### src/rtl/mem_lsu_pkg.sv
// ============================================================================
// mem_lsu_pkg : shared op codes, reset constants and LSU state encodings
// Revision    : 1.0
// ============================================================================
`default_nettype none

package mem_lsu_pkg;

  localparam logic       RSTENABLE  = 1'b1;
  localparam logic [4:0] NOPREGADDR = 5'b00000;
  localparam logic [31:0] ZEROWORD  = 32'h0000_0000;

  localparam logic [7:0] EXE_LB_OP  = 8'b1110_0000;
  localparam logic [7:0] EXE_LH_OP  = 8'b1110_0001;
  localparam logic [7:0] EXE_LW_OP  = 8'b1110_0011;
  localparam logic [7:0] EXE_LBU_OP = 8'b1110_0100;
  localparam logic [7:0] EXE_LHU_OP = 8'b1110_0101;
  localparam logic [7:0] EXE_SB_OP  = 8'b1110_1000;
  localparam logic [7:0] EXE_SH_OP  = 8'b1110_1001;
  localparam logic [7:0] EXE_SW_OP  = 8'b1110_1011;

  localparam logic [1:0] LSU_IDLE = 2'd0;
  localparam logic [1:0] LSU_BUSY = 2'd1;
  localparam logic [1:0] LSU_DONE = 2'd2;

  typedef enum logic [1:0] {
    ST_IDLE = LSU_IDLE,
    ST_BUSY = LSU_BUSY,
    ST_DONE = LSU_DONE
  } lsu_state_t;

  function automatic logic is_load(input logic [7:0] op);
    return (op == EXE_LB_OP) || (op == EXE_LBU_OP) || (op == EXE_LH_OP) ||
           (op == EXE_LHU_OP) || (op == EXE_LW_OP);
  endfunction

  function automatic logic is_store(input logic [7:0] op);
    return (op == EXE_SB_OP) || (op == EXE_SH_OP) || (op == EXE_SW_OP);
  endfunction

endpackage

`default_nettype wire

### src/rtl/mem_lsu_lane.sv
// ============================================================================
// mem_lsu_lane : big-endian byte-lane select, store replication, load extend
// Revision     : 1.0
// ============================================================================
`default_nettype none

module mem_lsu_lane
  import mem_lsu_pkg::*;
(
  input  logic [7:0]  op,
  input  logic [1:0]  addr_lo,
  input  logic [31:0] reg2,
  input  logic [31:0] rdata,
  output logic [3:0]  sel,
  output logic [31:0] wdata,
  output logic [31:0] load_data
);

  logic [7:0]  w_byte;
  logic [15:0] w_half;
  logic [3:0]  w_sel_b;
  logic [3:0]  w_sel_h;

  always_comb begin
    // byte address 0 lives in bits [31:24]
    case (addr_lo)
      2'd0:    w_byte = rdata[31:24];
      2'd1:    w_byte = rdata[23:16];
      2'd2:    w_byte = rdata[15:8];
      default: w_byte = rdata[7:0];
    endcase
    w_half  = addr_lo[1] ? rdata[15:0] : rdata[31:16];
    w_sel_b = 4'b1000 >> addr_lo;
    w_sel_h = addr_lo[1] ? 4'b0011 : 4'b1100;

    sel       = 4'b0000;
    wdata     = reg2;
    load_data = ZEROWORD;
    case (op)
      EXE_LB_OP:  begin sel = w_sel_b; load_data = {{24{w_byte[7]}}, w_byte}; end
      EXE_LBU_OP: begin sel = w_sel_b; load_data = {24'h0, w_byte}; end
      EXE_LH_OP:  begin sel = w_sel_h; load_data = {{16{w_half[15]}}, w_half}; end
      EXE_LHU_OP: begin sel = w_sel_h; load_data = {16'h0, w_half}; end
      EXE_LW_OP:  begin sel = 4'b1111; load_data = rdata; end
      EXE_SB_OP:  begin sel = w_sel_b; wdata = {4{reg2[7:0]}}; end
      EXE_SH_OP:  begin sel = w_sel_h; wdata = {2{reg2[15:0]}}; end
      EXE_SW_OP:  begin sel = 4'b1111; wdata = reg2; end
      default:    ;
    endcase
  end

endmodule

`default_nettype wire

### src/rtl/mem_lsu.sv
// ============================================================================
// mem_lsu : MEM-stage load/store unit with data-bus FSM and stall request.
//           Optional misaligned-address exceptions via MEM_ADDR_EXC_EN.
// Revision: 1.0
// ============================================================================
`default_nettype none

module mem_lsu
  import mem_lsu_pkg::*;
#(
  parameter int WAIT_MAX = 255
) (
  input  logic        clk,
  input  logic        rst,
  input  logic [4:0]  mem_wd,
  input  logic        mem_wreg,
  input  logic [31:0] mem_wdata,
  input  logic [7:0]  mem_aluop,
  input  logic [31:0] mem_addr,
  input  logic [31:0] mem_reg2,
  output logic [4:0]  wb_wd,
  output logic        wb_wreg,
  output logic [31:0] wb_wdata,
  output logic        stallreq,
  output logic        dbus_req,
  output logic        dbus_we,
  output logic [31:0] dbus_addr,
  output logic [3:0]  dbus_sel,
  output logic [31:0] dbus_wdata,
  input  logic [31:0] dbus_rdata,
  input  logic        dbus_ack,
  output logic        bus_err
`ifdef MEM_ADDR_EXC_EN
  ,
  output logic        exc_adel,
  output logic        exc_ades
`endif
);

  localparam int CW = $clog2(WAIT_MAX + 1);

  lsu_state_t    r_state, w_next;
  logic [CW-1:0] r_cnt;
  logic [7:0]    r_op;
  logic [1:0]    r_addr_lo;
  logic [31:0]   r_result;
  logic          r_req, r_we, r_err, r_exc_l, r_exc_s;
  logic [3:0]    r_sel;
  logic [31:0]   r_addr, r_wdata;

  logic [7:0]    w_op;
  logic [1:0]    w_lo;
  logic [3:0]    w_sel;
  logic [31:0]   w_wdata, w_load_data;
  logic          w_is_mem, w_mis_ld, w_mis_st, w_ack, w_timeout;

  // IDLE decodes the live EX/MEM op; later states use the latched copy
  assign w_op     = (r_state == ST_IDLE) ? mem_aluop : r_op;
  assign w_lo     = (r_state == ST_IDLE) ? mem_addr[1:0] : r_addr_lo;
  assign w_is_mem = is_load(mem_aluop) || is_store(mem_aluop);

`ifdef MEM_ADDR_EXC_EN
  logic w_mis_h, w_mis_w;
  assign w_mis_h  = mem_addr[0];
  assign w_mis_w  = (mem_addr[1:0] != 2'b00);
  assign w_mis_ld = ((mem_aluop == EXE_LH_OP || mem_aluop == EXE_LHU_OP) && w_mis_h) ||
                    ((mem_aluop == EXE_LW_OP) && w_mis_w);
  assign w_mis_st = ((mem_aluop == EXE_SH_OP) && w_mis_h) ||
                    ((mem_aluop == EXE_SW_OP) && w_mis_w);
  assign exc_adel = r_exc_l;
  assign exc_ades = r_exc_s;
`else
  assign w_mis_ld = 1'b0;
  assign w_mis_st = 1'b0;
`endif

  // ack wins over a timeout landing in the same cycle
  assign w_ack     = (r_state == ST_BUSY) && dbus_ack;
  assign w_timeout = (r_state == ST_BUSY) && !dbus_ack && (r_cnt == CW'(WAIT_MAX - 1));

  mem_lsu_lane u_lane (
    .op        (w_op),
    .addr_lo   (w_lo),
    .reg2      (mem_reg2),
    .rdata     (dbus_rdata),
    .sel       (w_sel),
    .wdata     (w_wdata),
    .load_data (w_load_data)
  );

  always_ff @(posedge clk) begin
    if (rst == RSTENABLE) begin
      r_state   <= ST_IDLE;
      r_cnt     <= '0;
      r_op      <= 8'h00;
      r_addr_lo <= 2'b00;
      r_result  <= ZEROWORD;
      r_req     <= 1'b0;
      r_we      <= 1'b0;
      r_sel     <= 4'b0000;
      r_addr    <= ZEROWORD;
      r_wdata   <= ZEROWORD;
      r_err     <= 1'b0;
      r_exc_l   <= 1'b0;
      r_exc_s   <= 1'b0;
    end else begin
      r_state <= w_next;
      r_err   <= w_timeout;
      r_exc_l <= 1'b0;
      r_exc_s <= 1'b0;
      case (r_state)
        ST_IDLE: begin
          if (w_is_mem) begin
            r_op      <= mem_aluop;
            r_addr_lo <= mem_addr[1:0];
            r_addr    <= {mem_addr[31:2], 2'b00};
            r_sel     <= w_sel;
            r_we      <= is_store(mem_aluop);
            r_wdata   <= w_wdata;
            r_cnt     <= '0;
            r_req     <= !(w_mis_ld || w_mis_st);
            r_exc_l   <= w_mis_ld;
            r_exc_s   <= w_mis_st;
          end
        end
        ST_BUSY: begin
          r_cnt <= r_cnt + 1'b1;
          if (w_ack) begin
            r_result <= w_load_data;
            r_req    <= 1'b0;
          end else if (w_timeout) begin
            r_req <= 1'b0;
          end
        end
        default: ;
      endcase
    end
  end

  always_comb begin
    w_next   = r_state;
    wb_wd    = mem_wd;
    wb_wreg  = 1'b0;
    wb_wdata = ZEROWORD;
    stallreq = 1'b0;
    case (r_state)
      ST_IDLE: begin
        if (w_is_mem) begin
          stallreq = 1'b1;
          w_next   = (w_mis_ld || w_mis_st) ? ST_DONE : ST_BUSY;
        end else begin
          wb_wreg  = mem_wreg;
          wb_wdata = mem_wdata;
        end
      end
      ST_BUSY: begin
        stallreq = 1'b1;
        if (w_ack || w_timeout) w_next = ST_DONE;
      end
      ST_DONE: begin
        w_next = ST_IDLE;
        if (is_load(r_op) && !r_err && !r_exc_l) begin
          wb_wreg  = 1'b1;
          wb_wdata = r_result;
        end
      end
      default: w_next = ST_IDLE;
    endcase
    if (rst == RSTENABLE) begin
      wb_wd    = NOPREGADDR;
      wb_wreg  = 1'b0;
      wb_wdata = ZEROWORD;
      stallreq = 1'b0;
    end
  end

  assign dbus_req   = r_req;
  assign dbus_we    = r_we;
  assign dbus_addr  = r_addr;
  assign dbus_sel   = r_sel;
  assign dbus_wdata = r_wdata;
  assign bus_err    = r_err;

endmodule

`default_nettype wire
### config.mk
export PLATFORM = sky130hd
export DESIGN_NAME = mem_lsu
export DESIGN_NICKNAME = d
export VERILOG_FILES = /design/src/rtl/mem_lsu_pkg.sv /design/src/rtl/mem_lsu_lane.sv /design/src/rtl/mem_lsu.sv
export SDC_FILE = /design/constraint.sdc
export NUM_CORES = 1
export LEC_CHECK = 0
export CELL_PAD_IN_SITES_DETAIL_PLACEMENT = 1
export CELL_PAD_IN_SITES_GLOBAL_PLACEMENT = 2
export CORE_ASPECT_RATIO = 2
export CORE_UTILIZATION = 24
export DETAILED_ROUTE_END_ITERATION = 8
export PLACE_DENSITY_LB_ADDON = 0.1
export SYNTH_ARGS = -nofsm -noshare
export SYNTH_HDL_FRONTEND = slang
export SYNTH_HIERARCHICAL = 1
export SYNTH_SLANG_ARGS = --single-unit
### constraint.sdc
create_clock -name clk -period 3.3 [get_ports clk]
set_input_delay 0.33 -clock clk [delete_from_list [all_inputs] [get_ports clk]]
set_output_delay 0.33 -clock clk [all_outputs]
set_load 0.05 [all_outputs]
Yosys cells after proc, flatten, opt, wreduce, memory -nomap -nowiden

Index checks and enable logic that the tools add are counted.

Output and inout bits: 110
Input bits: 145
Logic and storage cells: 100
Register bits after elaboration: 121

Eq/ne operators: 29
Shift operators: 1
Reductions and logical operators: 29
Mux-type cells: 29
$add $sub $neg: 1

Operators by type and width:

| operator                                                           | count |
|---|---|
| 8-bit == test (second input constant)                              | 22 |
| 32-bit one-hot mux with 5 select lines                             | 1 |
| 32-bit one-hot mux with 2 select lines                             | 2 |
| 32-bit 2-to-1 mux                                                  | 3 |
| 8-bit one-hot mux with 3 select lines                              | 1 |
| 16-bit 2-to-1 mux                                                  | 1 |
| 8-bit 2-to-1 mux                                                   | 2 |
| 8-bit one-hot mux with 2 select lines                              | 1 |
| 1-bit logical OR                                                   | 12 |
| 4-bit one-hot mux with 3 select lines                              | 1 |
| 8-bit by 1-bit adder with 8-bit output (second input constant)     | 1 |
| 1-bit 2-to-1 mux                                                   | 8 |
| 2-bit AND reduction                                                | 4 |
| 2-bit 2-to-1 mux                                                   | 3 |
| 1-bit one-hot mux with 2 select lines                              | 3 |
| 3-bit OR reduction                                                 | 2 |
| 5-bit 2-to-1 mux                                                   | 1 |
| 2-bit by 1-bit == test with 1-bit output (second input constant)   | 2 |
| 2-bit == test (second input constant)                              | 2 |
| 1-bit logical AND                                                  | 4 |
| 2-bit zero test                                                    | 2 |
| 4-bit 2-to-1 mux                                                   | 1 |
| 2-bit one-hot mux with 2 select lines                              | 1 |
| 4-bit by 2-bit >> shifter with 4-bit output (first input constant) | 1 |
| 7 further kinds                                                    | 8 |

Logic depth before layout (Yosys ltp)

Gate-level depths: netlist of the first run.

Depth in word-level cells: 9
Mapped depth: 11
Depth with buffers taken out: 8

Cells and area by module

Netlist of the first run, hierarchy kept.

Modules (own cells, without submodules):

| module       | area each (sq um) | instances | cells an instance | sequential area each (sq um) |
|---|---|---|---|---|
| mem_lsu      | 4862.2            | 1         | 608               | 2422.3 |
| mem_lsu_lane | 1486.4            | 1         | 166               | 0.0 |

Least setup slack after synthesis of the first run

OpenSTA, ideal clock, no wires.

Kind: register to register
Start: reg r_state[1]
End: reg r_wdata[20], in the netlist dbus_wdata[20]
Library setup time: 132 ps
Path buffers: 3
Stages on the path, launching flop included: 11
Arrival: 2684 ps
Required time: 3168 ps
Path slack: 483 ps
Period minus slack after synthesis: 2817 ps
Cells stage by stage: dfxtp_1 nor2_1 clkbuf_1 mux2_2 nand4b_4 or4b_4 buf_6 buf_12 mux2_4 nand2_1 a21oi_1

Longest elaborated chain between the ends: 4
Elaborated cells on any way between the ends: 6
Those cells by class: 2 x eq/ne; 2 x mux; 2 x reduce/logical

RTL lines:

| element                                    | RTL line           | source |
|---|---|---|
| from (decl)                                | mem_lsu.sv:42      | `lsu_state_t r_state, w_next;` |
| from (signal assigned)                     | mem_lsu.sv:107     | `r_state <= w_next;` |
| 2-bit zero test (*)                        | mem_lsu.sv:58      | `assign w_op = (r_state == ST_IDLE) ? mem_aluop : r_op;` |
| 8-bit 2-to-1 mux (*)                       | mem_lsu.sv:58      |  |
| via w_op[4]                                | mem_lsu.sv:51      | `logic [7:0] w_op;` |
| 8-bit == test                              | mem_lsu_lane.sv:39 | `case (op)` |
| 32-bit one-hot mux with 2 select lines (*) | mem_lsu_lane.sv:39 |  |
| via w_wdata[20]                            | mem_lsu.sv:54      | `logic [31:0] w_wdata, w_load_data;` |
| to (signal assigned)                       | mem_lsu.sv:119     | `r_wdata <= w_wdata;` |
| to (decl)                                  | mem_lsu.sv:49      | `logic [31:0] r_addr, r_wdata;` |

The timed path passes the listed nets; every way through them passes the cells marked *.
A chain may end at the register's enable or synchronous reset.

Final worst setup path of the first run

Start: reg r_state[1]
End: reg r_result[29]

Elaborated cells on any way between the ends: 17
Those cells by class: 8 x eq/ne; 5 x mux; 4 x reduce/logical

RTL lines:

| element                                    | RTL line           | source |
|---|---|---|
| 2-bit zero test (*)                        | mem_lsu.sv:58      |  |
| 8-bit 2-to-1 mux (*)                       | mem_lsu.sv:58      |  |
| via w_op[4]                                | mem_lsu.sv:51      |  |
| 8-bit == test                              | mem_lsu_lane.sv:39 |  |
| 32-bit one-hot mux with 5 select lines (*) | mem_lsu_lane.sv:39 |  |
| via w_load_data[29]                        | mem_lsu.sv:54      |  |
| to (signal assigned)                       | mem_lsu.sv:129     | `r_result <= w_load_data;` |
| to (decl)                                  | mem_lsu.sv:46      | `logic [31:0] r_result;` |

Marked as above.

==> impl_results.md, run 1 <==
* CP most frequent cell: buf_4
* Share of post-route cells with drive strength above 1 at between 10% and 20%
* Grt ovf at 0
* CTS tree: built
* Worst slew pin tran at 0.7578 ns
* Status: completed
* Largest net degree at the start of global routing at 78
* Clock Skew at between 0.004 and 0.005 ns
* Routed WL at 27310 um
* Post-placement setup slack at roughly 0.36 ns
* Post-synthesis sequential area ratio at between 30% and 40%
* Gate Count Post-Synth at 774
* GR Util All Layers at roughly a fifth
* Setup TNS at 0 ns
* Die Height at roughly 230 um
* Full die area at 27150 sq um
* Clock latency on the worst-skew pair at about 0.43 ns
* Port bufs at ~250
* Worst vdd ir at 0.3119 mV
* Logic pwr share at 17.5%
* Final net count at 1136
* Critical path launch point type: flop
* Yosys top cell by area: dfxtp_1
* Core area at 25860 sq um
* Initial antenna violation count at 1
* CTS Buf Count at 17
* Syn. warnings at 6
* Starting DRT DRC Count at around 200
* Setup crit end kind: flop
* Top_reg_cell synth: dfxtp_1
* GPL Wtd Cong at 0.8473
* Yosys top cell area share at 38.16%
* Fin. max-slew vios at 0
* Flop pwr share at 34.7%
* Vias in the first global route at 7031
* Final worst path period share at approximately 90%
* I/O Pins at 255
* Final Worst Setup Slack at 0.4103 ns
* Initial cell density of the core at 24.55%
* Vias at roughly 6600
* RSZ-0062 raised after global routing: no
* Hold buffer count at CTS at 0
* Die Wd at 117.0 um
* Slowest Stage Delay on Critical Path at just under 0.6 ns
* CTS sink cnt at 121
* DR DRC count at 0
* CP max stage cell: and4_1
* Sequential cell area at between 2000 and 2500 sq um
* Top cells by area, synth: dfxtp_1, nand2_1, a21oi_1
* Switching Share at 25.90%
* Power density cells at 425.2 nW/um^2
* Clock transition at path regs at 0.06 ns
* Yosys cell types at between 50 and 60
* Clock Power Share at 47.9%
* CP required at 3.66 ns
* Crit path cell chain: nor2_1, buf_4, mux2_2, and4b_2, and4_1, buf_4, o2bb2ai_1, nand2_1, a21oi_1
* # setup viols final at 0
* Routed len/inst at 20.33 um
* Fill cell count at 2941
* Slew headroom at 49.48%
* Antenna-violating nets left at 0
* Worst hold-check path type: input pin to flop
* P&R area growth vs syn at 58.32%
* Fin util at around 39%
* WP data arrival at 3.25 ns
* # resized after CTS at 0
* Leakage at 3.472 nW
* Mean Syn Cell Area at 8.202 sq um
* Clock buffer depth at 2
* Root Buffer: clkbuf_16
* Period minus WS final at about 2.9 ns
* Switching power at 1.107 mW
* Max_cap viols at 0
* Number of synthesized flops with an enable pin at 0
* Max Freq at 0.3461 GHz
* # rows at a little over 80
* Yosys reg bits at ~120
* Final hold vios at 0
* Detailed Place HPWL at 20360 um
* H-tree levels at 4
* DRT Pass-1 Iters at 4
* CP max FO at 12
* Internal Dissipation at 3.167 mW
* Vias/cell at 4.879
* Syn Std Cell Area at 6349 sq um
* Post-CTS setup buffers at 0
* Global-route wire length before repair at 40800 um
* Asr flop ratio synth at 0%
* Crit Path Category: flop to flop
* Multi-input gate area at approximately 3500 sq um
state kept, by name, summed over array words and instances, names as in the netlist:
signal      count
dbus_addr      30
r_cnt           8
dbus_req        1
r_state         2
dbus_sel        4
r_result       32
bus_err         1
dbus_we         1
r_addr_lo       2
r_op            8
dbus_wdata     32
final timing paths:
check	startpoint	end	cells past startpoint	slack (ns)
setup / recovery	r_state[1]	r_result[29]	9	0.41
hold / removal	rst	r_op[6]	2	0.43
setup reg to reg	r_state[1]	r_result[29]	9	0.41
hold reg to reg	dbus_wdata[28]	dbus_wdata[28]	2	0.45
power by group through the flow:
stage,Sequential (mW),Clock [mW],Combinational [mW]
3_5_place_dp,1.51,0,0.752
3_3_place_gp,1.51,0,0.749
6_report,1.48,2.05,0.747
5_1_grt,1.48,2.16,0.786
2_1_floorplan,1.55,0,0.321
4_1_cts,1.48,2.11,0.754
worst max-delay path, delay by kind of cell (launching register included):
family | cells | cell delay, ns
multiplexers | 1 | 0.36
flip-flops | 1 | 0.37
AND/OR/NAND/NOR | 4 | 1.32
AO/OA/AOI/OAI | 2 | 0.25
buffers and inverters | 2 | 0.52
cell usage in the layout (no fill, tap or decap), types with 3 or more instances in the layout:
master	instances
o21ai_0	13
a221o_1	6
o2bb2ai_1	17
nand3_1	9
a22o_1	33
nor2b_1	6
bufinv_16	4
nand4b_1	4
inv_1	4
nand4_1	5
a31oi_1	15
nand2_1	217
clkdlybuf4s50_1	217
clkbuf_8	3
and2_1	3
nor2_1	18
mux2_4	10
buf_12	36
nor3b_1	9
a21oi_1	108
nor3_1	13
dfxtp_1	121
clkbuf_16	17
mux4_2	8
buf_4	19
and4_1	3
clkinv_4	3
mux2_2	31
mux2i_1	8
clkinv_2	3
metal layers:
metal / wire length (um) / GRT usage [%] / vias up
li1: - / - / 3152
met1: 9222 / 18.72 / 3148
met2: 15410 / 40.37 / 209
met3: 1574 / 5.325 / 44
met4: 1098 / 10.56 / 0
met5: 0 / 0 / -
area by class of cell:
class                      instances  area share, %
multi-input combinational        573          34.93
timing repair buffer             272          30.20
clock buffer                      21          4.681
tap                              340          4.233
clock inverter                    11          1.681
sequential                       121          24.10
antenna                            1        0.02490
inverter                           4         0.1494
kinds of logic after synthesis:
family | Yosys count | synth area share [%]
adder cells (fa/ha/maj) | 2 | 0.3941
other | 1 | 0.05907
AO/OA/AOI/OAI | 205 | 20.87
flip-flops | 121 | 38.16
multiplexers | 57 | 11.96
AND/OR/NAND/NOR | 306 | 21.80
XOR/XNOR | 1 | 0.1380
buffers and inverters | 81 | 6.622
Yosys cell counts (3+ instances only):
cell / instances
o2bb2ai_1: 17
nor2b_1: 6
a31oi_1: 15
a21oi_1: 108
and4_1: 4
nor2_1: 18
nand4b_1: 4
mux2i_1: 8
inv_1: 4
a221o_1: 6
buf_4: 13
nand4_1: 5
buf_6: 4
o21ai_0: 14
a22o_1: 33
mux4_2: 8
mux2_4: 10
and2_1: 3
mux2_2: 31
buf_2: 17
dfxtp_1: 121
clkbuf_1: 42
nand3_1: 9
nor3b_1: 9
nand2_1: 217
nor3_1: 13
stage by stage:
| step | cell area, sq um | cells | hold slack (ns) | power [mW] |
|---|---|---|---|---|
| 2_1_floorplan | 6352 | 775 | 0.4067 | 1.868 |
| 3_3_place_gp | 9409 | 1310 | 0.4413 | 2.262 |
| 3_5_place_dp | 9409 | 1310 | 0.4475 | 2.265 |
| 4_1_cts | 10050 | 1342 | 0.4163 | 4.350 |
| 5_1_grt | 10050 | 1343 | 0.4408 | 4.431 |
| 6_report | 10050 | 1343 | 0.4311 | 4.274 |
No activity file was read; power rests on OpenSTA's default activity.
==> inputs of run 2 (changes only) <==
SLEW_MARGIN = 20   (was unset)
==> results of run 2 <==
Final layout, timing and power as in run 1 (identical DEF).
